==> config.mk <==
export PLATFORM = sky130hd
export DESIGN_NAME = command_processor
export DESIGN_NICKNAME = d
export VERILOG_FILES = /design/src/rtl/command_processor_pkg.sv /design/src/rtl/command_processor_response_fifo.sv /design/src/rtl/command_processor.sv
export SDC_FILE = /design/constraint.sdc
export NUM_CORES = 1
export LEC_CHECK = 0
export BUFFER_PORTS_ARGS = -buffer_cell sky130_fd_sc_hd__buf_2
export CORE_MARGIN = 2
export CORE_UTILIZATION = 40
export CTS_BUF_LIST = sky130_fd_sc_hd__clkbuf_2 sky130_fd_sc_hd__clkbuf_4 sky130_fd_sc_hd__clkbuf_8
export DETAILED_ROUTE_END_ITERATION = 6
export PLACE_DENSITY = 0.57
export SLEW_MARGIN = 30
export SYNTH_ARGS = -nofsm -noshare
export SYNTH_HDL_FRONTEND = slang
export SYNTH_SLANG_ARGS = --single-unit
==> constraint.sdc <==
create_clock -name clk -period 4.6 [get_ports clk]
set_input_delay 0.92 -clock clk [delete_from_list [all_inputs] [get_ports clk]]
set_output_delay 0.92 -clock clk [all_outputs]
set_load 0.05 [all_outputs]
==> src/rtl/command_processor_pkg.sv <==
// Shared definitions for the command processor: frame opcodes, FSM states and
// the default error byte.
package command_processor_pkg;

  localparam logic [7:0] OP_WRITE       = 8'hAA;
  localparam logic [7:0] OP_READ        = 8'hBB;
  localparam logic [7:0] OP_WRITE_ALU   = 8'hCC;
  localparam logic [7:0] OP_ALU         = 8'hDD;
  localparam logic [7:0] OP_BURST_WRITE = 8'hEE;
  localparam logic [7:0] OP_BURST_READ  = 8'hEF;

  localparam logic [7:0] DEFAULT_ERROR_CODE = 8'hFF;

  typedef enum logic [3:0] {
    IDLE,
    GET_ADDR,
    GET_COUNT,
    GET_DATA,
    GET_A,
    GET_B,
    GET_FUNC,
    WRITE_A,
    WRITE_B,
    RF_READ,
    RF_WAIT,
    ALU_START,
    ALU_WAIT,
    PUSH_LO,
    PUSH_HI,
    PUSH_ERR
  } state_e;

  function automatic logic is_get_state(input state_e s);
    return s inside {GET_ADDR, GET_COUNT, GET_DATA, GET_A, GET_B, GET_FUNC};
  endfunction

endpackage

==> src/rtl/command_processor_response_fifo.sv <==
// Synchronous response queue; full/empty come from pointers carrying one extra
// wrap bit. The head is read straight out of the storage flops.
module response_fifo #(
  parameter int DATA_WIDTH          = 8,
  parameter int RESPONSE_FIFO_DEPTH = 8
) (
  input  logic                  clk,
  input  logic                  reset,
  input  logic                  push,
  input  logic [DATA_WIDTH-1:0] push_data,
  output logic                  full,
  output logic                  out_valid,
  output logic [DATA_WIDTH-1:0] out_data,
  input  logic                  out_ready
);

  localparam int PW = $clog2(RESPONSE_FIFO_DEPTH);

  logic [DATA_WIDTH-1:0] mem_q [RESPONSE_FIFO_DEPTH];
  logic [PW:0]           wr_ptr_q, wr_ptr_d;
  logic [PW:0]           rd_ptr_q, rd_ptr_d;
  logic                  empty;
  logic                  pop;
  logic                  do_push;

  assign empty     = (wr_ptr_q == rd_ptr_q);
  assign full      = (wr_ptr_q[PW] != rd_ptr_q[PW]) && (wr_ptr_q[PW-1:0] == rd_ptr_q[PW-1:0]);
  assign out_valid = !empty;
  assign out_data  = empty ? '0 : mem_q[rd_ptr_q[PW-1:0]];
  assign pop       = !empty && out_ready;
  // A full queue still takes a push when the head leaves in the same cycle.
  assign do_push   = push && (!full || pop);

  always_comb begin
    wr_ptr_d = wr_ptr_q;
    rd_ptr_d = rd_ptr_q;
    if (do_push) wr_ptr_d = wr_ptr_q + 1'b1;
    if (pop)     rd_ptr_d = rd_ptr_q + 1'b1;
  end

  always_ff @(posedge clk) begin
    if (reset) begin
      wr_ptr_q <= '0;
      rd_ptr_q <= '0;
    end else begin
      wr_ptr_q <= wr_ptr_d;
      rd_ptr_q <= rd_ptr_d;
    end
  end

  always_ff @(posedge clk) begin
    if (do_push) mem_q[wr_ptr_q[PW-1:0]] <= push_data;
  end

endmodule

==> src/rtl/command_processor.sv <==
// Frame parser driving register-file and ALU accesses, with an inter-byte
// timeout and a response queue toward the UART transmitter.
module command_processor
  import command_processor_pkg::*;
#(
  parameter int                    DATA_WIDTH          = 8,
  parameter int                    REGISTER_FILE_DEPTH = 16,
  parameter int                    RESPONSE_FIFO_DEPTH = 8,
  parameter int                    TIMEOUT_CYCLES      = 4096,
  parameter logic [DATA_WIDTH-1:0] ERROR_CODE          = DATA_WIDTH'(DEFAULT_ERROR_CODE)
) (
  input  logic                                   clk,
  input  logic                                   reset,
  input  logic                                   receiver_parallel_data_valid_synchronized,
  input  logic [DATA_WIDTH-1:0]                  receiver_parallel_data_synchronized,
  output logic [$clog2(REGISTER_FILE_DEPTH)-1:0] register_file_address,
  output logic                                   register_file_write_enable,
  output logic [DATA_WIDTH-1:0]                  register_file_write_data,
  output logic                                   register_file_read_enable,
  input  logic                                   register_file_read_data_valid,
  input  logic [DATA_WIDTH-1:0]                  register_file_read_data,
  output logic [3:0]                             ALU_function,
  output logic                                   ALU_enable,
  output logic                                   ALU_clk_enable,
  input  logic                                   ALU_result_valid,
  input  logic [2*DATA_WIDTH-1:0]                ALU_result,
  output logic                                   transmitter_parallel_data_valid,
  output logic [DATA_WIDTH-1:0]                  transmitter_parallel_data,
  input  logic                                   transmitter_ready,
  output logic                                   receiver_overrun
);

  localparam int AW = $clog2(REGISTER_FILE_DEPTH);
  localparam int TW = $clog2(TIMEOUT_CYCLES + 1);

  logic                    rx_valid;
  logic [DATA_WIDTH-1:0]   rx;
  assign rx_valid = receiver_parallel_data_valid_synchronized;
  assign rx       = receiver_parallel_data_synchronized;

  state_e                  state_q, state_d;
  logic [DATA_WIDTH-1:0]   op_q, op_d;
  logic [AW-1:0]           addr_q, addr_d;
  logic [DATA_WIDTH-1:0]   cnt_q, cnt_d;
  logic [DATA_WIDTH-1:0]   a_q, a_d;
  logic [DATA_WIDTH-1:0]   b_q, b_d;
  logic [3:0]              func_q, func_d;
  logic [2*DATA_WIDTH-1:0] res_q, res_d;
  logic                    wr_pend_q, wr_pend_d;
  logic [AW-1:0]           wr_addr_q, wr_addr_d;
  logic [DATA_WIDTH-1:0]   wr_data_q, wr_data_d;
  logic [TW-1:0]           tmo_q, tmo_d;
  logic                    overrun_q, overrun_d;

  logic                    in_get;
  logic                    push;
  logic [DATA_WIDTH-1:0]   push_data;
  logic                    fifo_full;
  logic                    push_ok;
  logic [AW-1:0]           addr_inc;

  assign push_ok  = !fifo_full || transmitter_ready;
  assign addr_inc = (addr_q == AW'(REGISTER_FILE_DEPTH - 1)) ? '0 : addr_q + AW'(1);

  always_comb begin
    state_d   = state_q;
    op_d      = op_q;
    addr_d    = addr_q;
    cnt_d     = cnt_q;
    a_d       = a_q;
    b_d       = b_q;
    func_d    = func_q;
    res_d     = res_q;
    wr_pend_d = 1'b0;
    wr_addr_d = wr_addr_q;
    wr_data_d = wr_data_q;
    tmo_d     = '0;
    push      = 1'b0;
    push_data = ERROR_CODE;
    in_get    = is_get_state(state_q);
    overrun_d = rx_valid && !(in_get || state_q == IDLE);
    if (in_get && !rx_valid) tmo_d = tmo_q + TW'(1);

    case (state_q)
      IDLE: if (rx_valid) begin
        op_d = rx;
        case (rx)
          DATA_WIDTH'(OP_WRITE), DATA_WIDTH'(OP_READ),
          DATA_WIDTH'(OP_BURST_WRITE), DATA_WIDTH'(OP_BURST_READ): state_d = GET_ADDR;
          DATA_WIDTH'(OP_WRITE_ALU): state_d = GET_A;
          DATA_WIDTH'(OP_ALU):       state_d = GET_FUNC;
          default: begin
            // Unknown opcode: answer in place, detour only if the queue is blocked.
            if (push_ok) push = 1'b1;
            else         state_d = PUSH_ERR;
          end
        endcase
      end
      GET_ADDR: if (rx_valid) begin
        addr_d = rx[AW-1:0];
        cnt_d  = DATA_WIDTH'(1);
        if (op_q == DATA_WIDTH'(OP_WRITE))     state_d = GET_DATA;
        else if (op_q == DATA_WIDTH'(OP_READ)) state_d = RF_READ;
        else                                   state_d = GET_COUNT;
      end
      GET_COUNT: if (rx_valid) begin
        cnt_d = rx;
        if (rx == '0)                                state_d = IDLE;
        else if (op_q == DATA_WIDTH'(OP_BURST_WRITE)) state_d = GET_DATA;
        else                                         state_d = RF_READ;
      end
      GET_DATA: if (rx_valid) begin
        wr_pend_d = 1'b1;
        wr_addr_d = addr_q;
        wr_data_d = rx;
        addr_d    = addr_inc;
        cnt_d     = cnt_q - DATA_WIDTH'(1);
        if (cnt_q == DATA_WIDTH'(1)) state_d = IDLE;
      end
      GET_A: if (rx_valid) begin
        a_d     = rx;
        state_d = GET_B;
      end
      GET_B: if (rx_valid) begin
        b_d     = rx;
        state_d = GET_FUNC;
      end
      GET_FUNC: if (rx_valid) begin
        func_d  = rx[3:0];
        state_d = (op_q == DATA_WIDTH'(OP_WRITE_ALU)) ? WRITE_A : ALU_START;
      end
      WRITE_A:   state_d = WRITE_B;
      WRITE_B:   state_d = ALU_START;
      ALU_START: state_d = ALU_WAIT;
      ALU_WAIT: if (ALU_result_valid) begin
        res_d = ALU_result;
        if (push_ok) begin
          push      = 1'b1;
          push_data = ALU_result[DATA_WIDTH-1:0];
          state_d   = PUSH_HI;
        end else begin
          state_d = PUSH_LO;
        end
      end
      PUSH_LO: if (push_ok) begin
        push      = 1'b1;
        push_data = res_q[DATA_WIDTH-1:0];
        state_d   = PUSH_HI;
      end
      PUSH_HI: if (push_ok) begin
        push      = 1'b1;
        push_data = res_q[2*DATA_WIDTH-1:DATA_WIDTH];
        state_d   = IDLE;
      end
      // A read is only issued with a free slot, so the data strobe can always be pushed.
      RF_READ: if (!fifo_full) state_d = RF_WAIT;
      RF_WAIT: if (register_file_read_data_valid) begin
        push      = 1'b1;
        push_data = register_file_read_data;
        addr_d    = addr_inc;
        cnt_d     = cnt_q - DATA_WIDTH'(1);
        state_d   = (cnt_q == DATA_WIDTH'(1)) ? IDLE : RF_READ;
      end
      PUSH_ERR: if (push_ok) begin
        push    = 1'b1;
        state_d = IDLE;
      end
      default: state_d = IDLE;
    endcase

    if (in_get && !rx_valid && tmo_q == TW'(TIMEOUT_CYCLES - 1)) begin
      state_d = PUSH_ERR;
      tmo_d   = '0;
    end
  end

  always_ff @(posedge clk) begin
    if (reset) begin
      state_q   <= IDLE;
      op_q      <= '0;
      addr_q    <= '0;
      cnt_q     <= '0;
      a_q       <= '0;
      b_q       <= '0;
      func_q    <= '0;
      res_q     <= '0;
      wr_pend_q <= 1'b0;
      wr_addr_q <= '0;
      wr_data_q <= '0;
      tmo_q     <= '0;
      overrun_q <= 1'b0;
    end else begin
      state_q   <= state_d;
      op_q      <= op_d;
      addr_q    <= addr_d;
      cnt_q     <= cnt_d;
      a_q       <= a_d;
      b_q       <= b_d;
      func_q    <= func_d;
      res_q     <= res_d;
      wr_pend_q <= wr_pend_d;
      wr_addr_q <= wr_addr_d;
      wr_data_q <= wr_data_d;
      tmo_q     <= tmo_d;
      overrun_q <= overrun_d;
    end
  end

  // WRITE_A/WRITE_B load the ALU operands into reg0/reg1; other writes come from GET_DATA.
  assign register_file_write_enable = wr_pend_q || state_q == WRITE_A || state_q == WRITE_B;
  assign register_file_address      = (state_q == WRITE_A) ? AW'(0) :
                                      (state_q == WRITE_B) ? AW'(1) :
                                      wr_pend_q            ? wr_addr_q : addr_q;
  assign register_file_write_data   = (state_q == WRITE_A) ? a_q :
                                      (state_q == WRITE_B) ? b_q : wr_data_q;
  assign register_file_read_enable  = (state_q == RF_READ) && !fifo_full;
  assign ALU_function               = func_q;
  assign ALU_enable                 = (state_q == ALU_START);
  assign ALU_clk_enable             = (state_q == ALU_START) || (state_q == ALU_WAIT);
  assign receiver_overrun           = overrun_q;

  response_fifo #(
    .DATA_WIDTH          (DATA_WIDTH),
    .RESPONSE_FIFO_DEPTH (RESPONSE_FIFO_DEPTH)
  ) u_response_fifo (
    .clk       (clk),
    .reset     (reset),
    .push      (push),
    .push_data (push_data),
    .full      (fifo_full),
    .out_valid (transmitter_parallel_data_valid),
    .out_data  (transmitter_parallel_data),
    .out_ready (transmitter_ready)
  );

endmodule

==> impl_metrics.csv <==
group,metric,value,unit
status,status,"finished, final reports clean",
global_routing,grt_pass1_vias,5771,
clocking,cts_tree,"built",
logic_synthesis,yosysWarningCount,0,
timing,fin_crit_sh,0.791,
logic_synthesis,synthTopCellsByArea,"dfxtp_1 26%, edfxtp_1 25%, mux2i_1 6.3%",
floorplan,ios,68,
worst_setup_path,required,3.68,ns
power_and_ir_drop,p_total,4580,uW
global_routing,overflow,0,
worst_hold_path,min_path_type,"flip-flop to flip-flop",
clocking,cts_root_buffer,"clkbuf_8",
route,wl_per_cell,17.9,um
timing,setup-violations-final,0,
timing,finalMaxSlewViolations,0,
clocking,postCtsHoldBufs,0,
logic_synthesis,async_flop_share,0,
global_routing,grt_pass1_wl,30200,um
logic_synthesis,syn-num-nets,802,
timing,min_period,3.64,ns
power_and_ir_drop,p_per_area,538,nW/um2
worst_setup_path,critPathKind,"flip-flop to output pin",
layout,nNetsFinal,844,
route,drt_first_pass_iters,6,
logic_synthesis,postSynthCellCount,758,
clocking,clk_pin_slew,0.09,ns
timing,hold_viol_final,0,
floorplan,die_h,143,um
placed_design,place_congestion,0.855,
layout,utilization,0.454,
clocking,clock-sinks,162,
placed_design,port_buffers,67,
clocking,post-cts-setup-buffer-count,0,
route,num_vias,5891,
global_routing,antenna_found_initial,0,
logic_synthesis,synth_enable_flop_cells,64,
floorplan,design.core.area,18800,um2
floorplan,dieArea,20300,um2
logic_synthesis,synth-seq-cells,162,
clocking,clkLatencyLatePin,0.45,ns
floorplan,die_w,143,um
logic_synthesis,yosysSeqAreaShare,0.506,
timing,rsz0062_at_grt,"false",
logic_synthesis,synth_top_flop_cell,"dfxtp_1",
placed_design,placed_cell_area,8120,um2
global_routing,track_usage,0.191,
worst_setup_path,worstPathArrival,2.72,ns
route,drcViolationCount,0,
route,routed_via_density,5.63,
logic_synthesis,syn_area,7670,um2
floorplan,initial_core_util,0.409,
logic_synthesis,ys_types,67,
floorplan,rows,50,
clocking,htree_num_levels,4,
layout,fillerInstances,1783,
logic_synthesis,yosysTopAreaCell,"dfxtp_1",
timing,fmax,275,MHz
clocking,clk_path_buf_depth,2,
layout,final_cell_mix,"98 x nor2_1, 97 x dfxtp_1, 83 x nand2_1",
layout,n_antenna_cell,0,
clocking,cts_inserted_buffers,17,
timing,slew-limit-headroom,0.411,
layout,drive_gt1_frac,0.175,
clocking,postCtsResizedCells,0,
timing,setup_tns,0,ns
worst_setup_path,end_kind,"output pin",
power_and_ir_drop,p_leak,0.00310,uW
route,wl,18700,um
global_routing,grt_max_degree,50,
timing,skew,0.0106,ns
logic_synthesis,synth.top_cell.area_share,0.256,
power_and_ir_drop,peakVddDrop,0.219,mV
run,drv_cap,0,
logic_synthesis,avgSynthCellArea,10.1,um2
route,antenna_left,0,
timing,worstMarginPinSlew,0.882,ns
layout,final_area,8510,um2
placed_design,hpwlAfterDp,13100,um
layout,mostFrequentLayoutCell,"nor2_1",
worst_setup_path,path_max_fanout,21,
layout,syn2layout_area_growth,10.9,%
route,dr.first_iter.drc_count,451,
worst_setup_path,cp-start-kind,"flip-flop",
timing,fin_hold_ws,0.457,ns
## stage by stage
stage               std cells  setup slack (ns)
CTS                      1047             0.950
floorplan                 758              1.40
detailed placement       1015              1.33
finish                   1047             0.962
global route             1047             0.762
global placement         1015              1.42
## cells in the mapped netlist, types with 10 or more instances
| library cell | n |
|---|---|
| buf_2 | 17 |
| clkbuf_1 | 26 |
| nor2_1 | 98 |
| mux4_2 | 16 |
| a21oi_1 | 51 |
| dfxtp_1 | 98 |
| nand2_1 | 83 |
| xnor2_1 | 10 |
| xor2_1 | 12 |
| o21ai_0 | 42 |
| a31oi_1 | 10 |
| mux2i_1 | 48 |
| nand3_1 | 11 |
| nor3_1 | 14 |
| inv_1 | 13 |
| a22oi_1 | 16 |
| edfxtp_1 | 64 |
## worst max-delay path: stages, from the launching register on
cell	delay [ns]
dfxtp_1	0.84
nor2_2	0.23
nand2_1	0.46
nand2_1	0.20
or2_2	0.32
buf_2	0.21
## state kept, by name (all words and copies together) (netlist names), 8 cells and up, named ones only
register	count
b_q	8
res_q	16
u_response_fifo.mem_q	64
op_q	8
wr_data_q	8
tmo_q	13
cnt_q	8
a_q	8
## layer usage
| metal | GRT usage | vias up | part of all wire |
|---|---|---|---|
| li1 | - | 2835 | - |
| met5 | 0 | - | 0 |
| met1 | 0.248 | 2864 | 0.44 |
| met3 | 0.0417 | 21 | 0.046 |
| met2 | 0.321 | 171 | 0.50 |
| met4 | 0.0558 | 0 | 0.016 |
## where the power goes
group / total (uW) / switching (uW) / internal [uW]
Clock: 1020 / 576 / 443
Sequential: 1840 / 185 / 1650
Combinational: 1720 / 1150 / 576
## final cells by class
type,count,area [um2],area share
clock buffer,17,234,0.0275
clock inverter,15,151,0.0178
inverter,13,48.8,0.00573
multi-input combinational,531,3500,0.412
sequential,162,3880,0.456
tap,234,293,0.0344
timing repair buffer,75,398,0.0467
## cells by family after synthesis
kind of cell	synth area share
AND/OR/NAND/NOR	0.178
flip-flops	0.506
AO/OA/AOI/OAI	0.132
buffers and inverters	0.0380
multiplexers	0.111
XOR/XNOR	0.0251
adder cells (fa/ha/maj)	0.00978
## path summary, 6_finish.rpt
kind         slack (ns)  cells after the start                           to        from
max reg2reg        1.36                      6  u_response_fifo.mem_q[6][1]  state_q[2]
max                0.96                      5   register_file_write_enable  state_q[2]
min reg2reg        0.46                      2                     res_q[2]    res_q[2]
min                0.46                      2                     res_q[2]    res_q[2]
Power figures use the tool's default switching activity.
